`src/rtl/ms_wb_bus_mux_pkg.sv`:
```
// Shared definitions for the Wishbone 1-to-3 bus multiplexer.
// Holds slave slot address codes (adr[19:16]), FSM state encoding,
// bus-error cause codes and the address decode helper.
package ms_wb_bus_mux_pkg;

    localparam int unsigned NumSlots = 3;

    // adr[19:16] codes selecting each slave slot
    localparam logic [3:0] SlotCode0 = 4'h0;
    localparam logic [3:0] SlotCode1 = 4'h2;
    localparam logic [3:0] SlotCode2 = 4'h4;

    typedef enum logic [1:0] {
        StIdle  = 2'd0,
        StWait  = 2'd1,
        StErr   = 2'd2,
        StRecov = 2'd3
    } state_e;

    typedef enum logic [1:0] {
        CauseNone     = 2'b00,
        CauseUnmapped = 2'b01,
        CauseTimeout  = 2'b10
    } err_cause_e;

    typedef struct packed {
        logic       hit;
        logic [1:0] idx;
    } slot_dec_t;

    function automatic slot_dec_t decode_slot(input logic [3:0] code);
        slot_dec_t d;
        d.hit = 1'b1;
        d.idx = 2'd0;
        case (code)
            SlotCode0: d.idx = 2'd0;
            SlotCode1: d.idx = 2'd1;
            SlotCode2: d.idx = 2'd2;
            default:   d.hit = 1'b0;
        endcase
        return d;
    endfunction

endpackage

```
`src/rtl/ms_wb_timeout_ctr.sv`:
```
// 8-bit slave-response timeout counter.
// Ports:
//   clk_i, rst_n_i : clock, asynchronous active-low reset
//   clr_i          : load zero (takes priority over inc_i)
//   inc_i          : increment by one
//   last_o         : counter currently holds Limit-1, i.e. this is the final
//                    cycle the slave is allowed before a timeout
module ms_wb_timeout_ctr #(
    parameter int unsigned Limit = 255
) (
    input  logic clk_i,
    input  logic rst_n_i,
    input  logic clr_i,
    input  logic inc_i,
    output logic last_o
);

    localparam logic [7:0] LastVal = 8'(Limit - 1);

    logic [7:0] cnt_q, cnt_d;

    always_comb begin
        cnt_d = cnt_q;
        if (clr_i) begin
            cnt_d = 8'd0;
        end else if (inc_i) begin
            cnt_d = cnt_q + 8'd1;
        end
    end

    always_ff @(posedge clk_i or negedge rst_n_i) begin
        if (!rst_n_i) begin
            cnt_q <= 8'd0;
        end else begin
            cnt_q <= cnt_d;
        end
    end

    assign last_o = (cnt_q == LastVal);

endmodule

```
`src/rtl/ms_wb_bus_mux.sv`:
```
// Wishbone classic 1-master to 3-slave bus multiplexer with timeout and
// unmapped-address bus-error reporting.
// Ports:
//   clk_i, rst_n_i            : clock, asynchronous active-low reset
//   wbs_*_i / wbs_ack_o, wbs_dat_o : master side (read data is 0 unless acking)
//   slv_stb_o[2:0]            : per-slot strobe, driven from state flops only
//   slv_ack_i[2:0], slv_dat_i : per-slot ack and read data (slot n at 32n+:32)
//   err_o, err_adr_o, err_cause_o : sticky first-error record
//   err_clr_i                 : single-cycle clear of the error record
module ms_wb_bus_mux
    import ms_wb_bus_mux_pkg::*;
#(
    parameter int unsigned TIMEOUT  = 255,
    parameter logic [31:0] ERR_DATA = 32'hDEADBEEF
) (
    input  logic        clk_i,
    input  logic        rst_n_i,
    input  logic        wbs_cyc_i,
    input  logic        wbs_stb_i,
    input  logic        wbs_we_i,
    input  logic [3:0]  wbs_sel_i,
    input  logic [31:0] wbs_adr_i,
    input  logic [31:0] wbs_dat_i,
    output logic        wbs_ack_o,
    output logic [31:0] wbs_dat_o,
    output logic [2:0]  slv_stb_o,
    input  logic [2:0]  slv_ack_i,
    input  logic [95:0] slv_dat_i,
    output logic        err_o,
    output logic [31:0] err_adr_o,
    output logic [1:0]  err_cause_o,
    input  logic        err_clr_i
);

    state_e      state_q, state_d;
    logic [1:0]  slot_q, slot_d;
    logic [31:0] adr_q, adr_d;
    logic        err_q, err_d;
    logic [31:0] err_adr_q, err_adr_d;
    err_cause_e  cause_q, cause_d;

    logic        ctr_clr, ctr_inc, ctr_last;
    logic        err_set;
    logic [31:0] err_set_adr;
    err_cause_e  err_set_cause;
    logic        sel_ack;
    logic [31:0] sel_dat;
    slot_dec_t   dec;

    // Writes need no data path here; slaves see wbs_dat_i directly.
    logic unused_inputs;
    assign unused_inputs = ^{wbs_we_i, wbs_sel_i, wbs_dat_i};

    assign dec = decode_slot(wbs_adr_i[19:16]);

    ms_wb_timeout_ctr #(
        .Limit (TIMEOUT)
    ) u_timeout_ctr (
        .clk_i   (clk_i),
        .rst_n_i (rst_n_i),
        .clr_i   (ctr_clr),
        .inc_i   (ctr_inc),
        .last_o  (ctr_last)
    );

    // Only the latched slot's ack/data are visible; other slots are ignored.
    always_comb begin
        sel_ack = 1'b0;
        sel_dat = 32'h0;
        case (slot_q)
            2'd0:    begin sel_ack = slv_ack_i[0]; sel_dat = slv_dat_i[31:0];  end
            2'd1:    begin sel_ack = slv_ack_i[1]; sel_dat = slv_dat_i[63:32]; end
            2'd2:    begin sel_ack = slv_ack_i[2]; sel_dat = slv_dat_i[95:64]; end
            default: ;
        endcase
    end

    always_comb begin
        state_d       = state_q;
        slot_d        = slot_q;
        adr_d         = adr_q;
        ctr_clr       = 1'b0;
        ctr_inc       = 1'b0;
        err_set       = 1'b0;
        err_set_adr   = adr_q;
        err_set_cause = CauseNone;
        wbs_ack_o     = 1'b0;
        wbs_dat_o     = 32'h0;
        slv_stb_o     = 3'b000;
        unique case (state_q)
            StIdle: begin
                if (wbs_cyc_i && wbs_stb_i) begin
                    adr_d = wbs_adr_i;
                    if (dec.hit) begin
                        slot_d  = dec.idx;
                        ctr_clr = 1'b1;
                        state_d = StWait;
                    end else begin
                        err_set       = 1'b1;
                        err_set_adr   = wbs_adr_i;
                        err_set_cause = CauseUnmapped;
                        state_d       = StErr;
                    end
                end
            end
            StWait: begin
                slv_stb_o = 3'b001 << slot_q;
                if (!wbs_cyc_i) begin
                    // Master abandoned the cycle: silent abort.
                    state_d = StIdle;
                end else if (sel_ack) begin
                    // Ack beats a timeout falling in the same cycle.
                    wbs_ack_o = 1'b1;
                    wbs_dat_o = sel_dat;
                    state_d   = StRecov;
                end else if (ctr_last) begin
                    err_set       = 1'b1;
                    err_set_cause = CauseTimeout;
                    state_d       = StErr;
                end else begin
                    ctr_inc = 1'b1;
                end
            end
            StErr: begin
                wbs_ack_o = 1'b1;
                wbs_dat_o = ERR_DATA;
                state_d   = StRecov;
            end
            StRecov: state_d = StIdle;
            default: state_d = StIdle;
        endcase
    end

    // First error is kept; a clear coinciding with a new error records the new one.
    always_comb begin
        err_d     = err_q;
        err_adr_d = err_adr_q;
        cause_d   = cause_q;
        if (err_set && (!err_q || err_clr_i)) begin
            err_d     = 1'b1;
            err_adr_d = err_set_adr;
            cause_d   = err_set_cause;
        end else if (err_clr_i) begin
            err_d     = 1'b0;
            err_adr_d = 32'h0;
            cause_d   = CauseNone;
        end
    end

    always_ff @(posedge clk_i or negedge rst_n_i) begin
        if (!rst_n_i) begin
            state_q   <= StIdle;
            slot_q    <= 2'd0;
            adr_q     <= 32'h0;
            err_q     <= 1'b0;
            err_adr_q <= 32'h0;
            cause_q   <= CauseNone;
        end else begin
            state_q   <= state_d;
            slot_q    <= slot_d;
            adr_q     <= adr_d;
            err_q     <= err_d;
            err_adr_q <= err_adr_d;
            cause_q   <= cause_d;
        end
    end

    assign err_o       = err_q;
    assign err_adr_o   = err_adr_q;
    assign err_cause_o = cause_q;

endmodule

```
`config.mk`:
```
export PLATFORM = sky130hd
export DESIGN_NAME = ms_wb_bus_mux
export DESIGN_NICKNAME = d
export VERILOG_FILES = /design/src/rtl/ms_wb_bus_mux_pkg.sv /design/src/rtl/ms_wb_timeout_ctr.sv /design/src/rtl/ms_wb_bus_mux.sv
export SDC_FILE = /design/constraint.sdc
export NUM_CORES = 1
export LEC_CHECK = 0
export CORE_MARGIN = 5
export CORE_UTILIZATION = 30
export DETAILED_ROUTE_END_ITERATION = 8
export PLACE_DENSITY = 0.66
export SYNTH_ARGS = -nofsm -noshare
export SYNTH_HDL_FRONTEND = slang
export SYNTH_SLANG_ARGS = --single-unit
```
`constraint.sdc`:
```
create_clock -name clk_i -period 1.95 [get_ports clk_i]
set_input_delay 0.39 -clock clk_i [delete_from_list [all_inputs] [get_ports clk_i]]
set_output_delay 0.39 -clock clk_i [all_outputs]
set_load 0.01 [all_outputs]
```
== Word level (Yosys, flattened, before mapping) ==
Index checks and enable logic that the tools add are counted.

* Register bits: 79
* Output and inout port bits: 71
* Logic and storage cells: 79

* $add $sub $neg: 1
* Eq/ne operators: 10
* Shift operators: 1
* Multiplexer cells: 47
* Reduce and logical (&&, ||, !) cells: 13

{| class="wikitable"
|+ Operators with widths
! operator !! number
|-
| 32-bit 2-to-1 mux || 7
|-
| 32-bit case mux with 3 select lines || 1
|-
| 32-bit case mux with 2 select lines || 1
|-
| 2-bit 2-to-1 mux || 10
|-
| 1-bit 2-to-1 mux || 19
|-
| 8-bit 2-to-1 mux || 2
|-
| 8-bit by 1-bit adder with 8-bit output, second input constant || 1
|-
| 8-bit equality test, second input constant || 1
|-
| 2-bit case mux with 2 select lines || 2
|-
| 2-bit case mux with 4 select lines || 1
|-
| 2-bit equality test, second input constant || 3
|-
| 2-bit by 1-bit equality test with 1-bit output, second input constant || 2
|-
| 4-bit by 2-bit equality test with 1-bit output, second input constant || 1
|-
| 4-bit by 3-bit equality test with 1-bit output, second input constant || 1
|-
| 2-bit logical NOT || 2
|-
| 4-bit logical NOT || 1
|-
| 4-bit != test, second input constant || 1
|-
| 1-bit case mux with 2 select lines || 2
|-
| 2-bit AND reduction || 2
|-
| 2-bit nonzero test || 2
|-
| 3-bit 2-to-1 mux || 1
|-
| 1-bit case mux with 3 select lines || 1
|-
| 3-bit AND reduction || 1
|-
| 3-bit OR reduction || 1
|-
| other kinds (5) || 6
|}

== Logic depth before layout (Yosys ltp) ==
* Depth in word-level cells: 8
* Gate-level depth with buffers: 8
* Gate-level depth less buffers: 6

== Modules after synthesis ==
Synthesis repeated with hierarchy kept, for this count alone.

* Cell total of the unflattened synthesis: 540
* Area total of the unflattened synthesis: 4949.7 µm²

{| class="wikitable"
|+ By module, submodules not included
! module !! times used !! cells each !! area each (µm²) !! sequential area each (µm²)
|-
| ms_wb_bus_mux || 1 || 499 || 4539.4 || 1776.7
|-
| ms_wb_timeout_ctr || 1 || 41 || 410.4 || 200.2
|}

== Worst setup path before layout ==
OpenSTA, ideal clock, no wires.

* Path type: register to output
* Start point: reg state_q[1]
* End point: out wbs_dat_o[10]
* Arrival time: 1.694 ns
* Required time: 1.560 ns
* Setup slack: -0.134 ns
* Stages on the path, launching flop included: 8
* Path buffers: 1
* Path through: dfrtp_1 > inv_1 > ha_1 > nand2_1 > o32ai_1 > o21ai_1 > buf_2 > nor2_1

* Cells in the longest elaborated chain, start to end: 2
* Elaborated cells on any way between the ends: 3
* Those cells by class: 2 x eq/ne; 1 x mux

{| class="wikitable"
|+ RTL lines
! element !! RTL line !! source
|-
| from (decl) || ms_wb_bus_mux.sv:35 || <nowiki>state_e state_q, state_d;</nowiki>
|-
| from (signal assigned) || ms_wb_bus_mux.sv:152 || <nowiki>state_q <= StIdle;</nowiki>
|-
| from (signal assigned) || ms_wb_bus_mux.sv:159 || <nowiki>state_q <= state_d;</nowiki>
|-
| 2-bit equality test / 2-bit by 1-bit equality test with 1-bit output (equally long branches) || ms_wb_bus_mux.sv:90 || <nowiki>unique case (state_q)</nowiki>
|-
| 32-bit case mux with 2 select lines (*) || ms_wb_bus_mux.sv:90 ||
|-
| to (decl) || ms_wb_bus_mux.sv:25 || <nowiki>output logic [31:0] wbs_dat_o,</nowiki>
|}

Every way passes the cells marked *; elsewhere a longest branch is shown, timed or not.

== Final worst setup path ==
* Start point: reg slot_q[0]
* End point: out wbs_dat_o[0]

* Cells in the longest elaborated chain, start to end: 5
* Elaborated cells on any way between the ends: 8
* Those cells by class: 2 x eq/ne; 5 x mux; 1 x reduce/logical

{| class="wikitable"
|+ RTL lines
! element !! RTL line !! source
|-
| from (decl) || ms_wb_bus_mux.sv:36 || <nowiki>logic [1:0] slot_q, slot_d;</nowiki>
|-
| from (signal assigned) || ms_wb_bus_mux.sv:160 || <nowiki>slot_q <= slot_d;</nowiki>
|-
| 2-bit equality test, or another cell as far along || ms_wb_bus_mux.sv:70 || <nowiki>case (slot_q)</nowiki>
|-
| 32-bit case mux with 3 select lines / 1-bit case mux with 3 select lines (equally long branches) || ms_wb_bus_mux.sv:70 ||
|-
| 32-bit 2-to-1 mux (*) || ms_wb_bus_mux.sv:111 || <nowiki>end else if (sel_ack) begin</nowiki>
|-
| 32-bit 2-to-1 mux (*) || ms_wb_bus_mux.sv:108 || <nowiki>if (!wbs_cyc_i) begin</nowiki>
|-
| 32-bit case mux with 2 select lines (*) || ms_wb_bus_mux.sv:90 ||
|}

Marks and branches as above.

==> metrics list <==
- Buffers inserted to repair hold after CTS numbered 0.
- The worst path uses 120% of the clock period.
* Area delta synth->final: 71.6%
* Sequential-to-total area share from yosys stat: 42.6%
- Clock period minus final worst setup slack: 2340 ps
- In this run the power density over the cells is 1190 mW/mm^2.
* Number of flops mapped to enable cells by yosys: 0
- The checks that failed: setup timing.
* Placed Instances: 955
- Summed over all nets, wire length on met3 after detailed routing comes to 534 um.
- Counting distinct cell types in the post-synthesis netlist gives 44.
* Highest-count cells in the layout ignoring fill and taps: 168 x sky130_fd_sc_hd__clkdlybuf4s50_1, 134 x sky130_fd_sc_hd__nand2_1, 85 x sky130_fd_sc_hd__mux2i_1
- Dominant synthesized flop cell: sky130_fd_sc_hd__dfrtp_1
- Share of flip-flops with an asynchronous set or reset after synthesis: 100%
- Worst Path Buf+Inv: 2
- Highest signal layer in the routed design: met4
* Average routed wire per standard cell: 18.1 um
* Total CTS buffers: 9
- Met1 wire length: 7.60 mm
- The first global-routing pass estimated 26.9 mm of wire.
- Derived from the worst setup path, the maximum achievable clock frequency is 428 MHz.
* Worst setup path category: reg -> out
- Worst min-delay path class: in -> async
- The signal on the critical path passes through mux2i_4, o32ai_4, o21ai_4, clkbuf_16, nor2_1, buf_2.
- The slowest stage of the critical path is the sky130_fd_sc_hd__dfrtp_2 cell.
- The floorplan step defined a die boundary enclosing 0.0180 sq mm.
- Number of clock sinks: 79
* Gate count of the mapped netlist: 529
- Die Span Y: 134 um
- Count of endpoints failing hold in the final timing report: 0
- After the first detailed-routing iteration, the DRC count stood at 238.
- Peak per-stage delay on the critical path: 460 ps
* Worst vdd rail ir drop: 0.473 mV
* Fraction of final layout cells with drive strength greater than 1: 23.5%
* Data arrival, critical path: 1950 ps
* CTS clock-pin slew for the worst setup and hold paths: 60 ps
* Root buf cell: sky130_fd_sc_hd__clkbuf_16
- The worst setup path is captured at an output port.
- Pin placement for this block handled 244 I/O pins.
- After detailed routing, the number of vias per cell comes to 4.95.
- Dpl hpwl: 13.4 mm
- The via count of the first global-routing pass is 5,075.
- For this configuration, the core starts out at a cell density of 30.5%.
- CTS tree: built
- Global routing consumed, over all layers together, 18.6% of the routing resources.
- At the pin with the least slew margin, the transition time is 562 ps.
* Most frequent standard cell in the layout excluding fill and tap cells: sky130_fd_sc_hd__clkdlybuf4s50_1
- The count of nets left with antenna violations once routing finished came out at 0.
* Kind of cell with the highest combined delay on the critical path: compound AO/OA/AOI/OAI gates
- Max-Slew Margin vs Limit: 62.5%
- Fin cells: 988
- Clock latency on the worst-skew pair: 330 ps
- Detailed routing inserted a total of 4,886 vias.
* Leftover overflow at the end of global routing: 0
- Of all nets on the critical path, the largest fanout is 12.
- Instance area after placement: 0.00737 sq mm
- Setup clock skew after layout: 7.94 ps
- The finished cells cover 0.00795 sq mm.
- Antenna violations before repair: 1
- Utilization of the core after routing: 52.3%
- Final estimated routing congestion in global placement: 0.888
- Row generation in the floorplan step produced 45 rows.
- Max-cap violations in this run came to 0.
* Register bit total from synthesis: 79
- After detailed routing, the met2 layer carries 9.47 mm of wire.
- The core region is 0.0152 sq mm.
* Minimum hold slack: 55.8 ps
- For this block, the routed nets add up to 17.9 mm of wire.
* Die X-Extent: 134 um
- Htree depth: 3
- Largest net degree at the start of global routing: 44
- Static Leak: 3.49 nW
* Net total in the final layout: 972
- Setup violations remaining at the end of the flow were counted as 38.
* Critical path data required time: 1560 ps
- Yosys Warn Count: 0
- The run finished, with violations left.
* Mean post-synth cell area: 8.76 sq um
* Setup repair after global routing missed its margin: true
* Area of the mapped netlist: 0.00464 sq mm
- The clock passes through at most 2 buffers.
* Worst setup slack after layout: -388 ps
- During placement, the flow inserted port buffers numbering 206.
- The count of final max-slew check failures is 0.
- STA classifies the critical path startpoint as a register.
* DRC violations left: 0
- The number of nets handed over by synthesis was 707.
* First-pass DRT Iterations: 4
## what timing repair did
| action | in CTS | in global routing |
|---|---|---|
| setup buffers | 3 | 10 |
| gates cloned | 0 | 3 |
| endpoints found under the setup margin | 39 | 75 |
| pin swaps | 2 | 16 |
| gates resized for setup | 113 | 102 |
## worst reg2reg max path, delay by kind of cell (launching register included)
| kind | cells | cell delay (ps) |
|---|---|---|
| buffers and inverters | 3 | 410 |
| muxes | 1 | 310 |
| and+or+nand+nor | 1 | 520 |
| AOI/OAI and AO/OA | 2 | 250 |
| DFF | 1 | 440 |
## synth_stat cells (5+ instances only)
cell,n,area share [%]
sky130_fd_sc_hd__nand2_1,136,11
sky130_fd_sc_hd__mux2i_1,87,19
sky130_fd_sc_hd__dfrtp_1,79,43
sky130_fd_sc_hd__nor2_1,76,6.2
sky130_fd_sc_hd__a211oi_1,24,3.9
sky130_fd_sc_hd__a21oi_1,16,1.7
sky130_fd_sc_hd__clkbuf_1,14,1.1
sky130_fd_sc_hd__buf_2,12,1.3
sky130_fd_sc_hd__inv_1,11,0.89
sky130_fd_sc_hd__buf_1,6,0.49
sky130_fd_sc_hd__o21ai_0,6,0.65
sky130_fd_sc_hd__ha_1,5,1.3
## final timing paths
kind | from | to | slack (ps) | cells past startpoint
worst min register to register | adr_q[28]$_DFFE_PN0P_ | adr_q[28]$_DFFE_PN0P_ | 470 | 2
worst min-delay path | rst_n_i | err_adr_o[5]$_DFFE_PN0P_ | 60 | 1
worst max-delay path | slot_q[0]$_DFFE_PN0P_ | wbs_dat_o[0] | -390 | 6
min in group clk_i | adr_q[28]$_DFFE_PN0P_ | adr_q[28]$_DFFE_PN0P_ | 470 | 2
worst max register to register | slot_q[0]$_DFFE_PN0P_ | u_timeout_ctr.cnt_q[3]$_DFFE_PN0P_ | -50 | 7
max in group asynchronous | rst_n_i | adr_q[20]$_DFFE_PN0P_ | 1360 | 2
## layout make-up
cell class | instances | area (sq um)
Timing Repair Buffer | 289 | 2700
Antenna cell | 1 | 2.50
Multi-Input combinational cell | 404 | 2720
Clock inverter | 4 | 47.5
Sequential cell | 79 | 1980
Tap cell | 188 | 235
Clock buffer | 12 | 236
Inverter | 11 | 41.3
Fill cell | 1386 | 7250
## through the flow
stage / setup TNS, ps / power, mW / setup WS, ps
floorplan: -283 / 4.88 / -15.0
global placement: -33610 / 7.23 / -735
detailed placement: -36980 / 7.32 / -789
CTS: -12240 / 9.06 / -404
global route: -14400 / 10.1 / -467
finish: -10920 / 9.49 / -388
## state kept, by name, indices dropped and copies added (netlist names)
signal and flops:
adr_q 32, err_adr_o 32, u_timeout_ctr.cnt_q 8, err_cause_o 2, slot_q 2, state_q 2
err_o 1
## cell families after synthesis
group	count (synthesis)	synth area share [%]
AOI/OAI and AO/OA	73	11.3
adders and majority gates	5	1.35
buffers and inverters	46	4.53
DFF	79	42.6
muxes	87	18.8
and+or+nand+nor	239	21.3
## routing by layer
layer,track usage (%),up-vias
li1,-,2350
met1,23.2,2406
met2,32.9,108
met3,3.45,22
met4,4.98,0
met5,0,-
## power breakdown
group	leakage [nW]	total (mW)	switching [mW]	internal [mW]
logic	2.32	5.35	2.63	2.72
registers	1.03	2.49	0.347	2.15
clock network	0.137	1.65	0.659	0.989
total	3.49	9.49	3.63	5.86
Note: power is estimated with default switching activity, not from simulation.
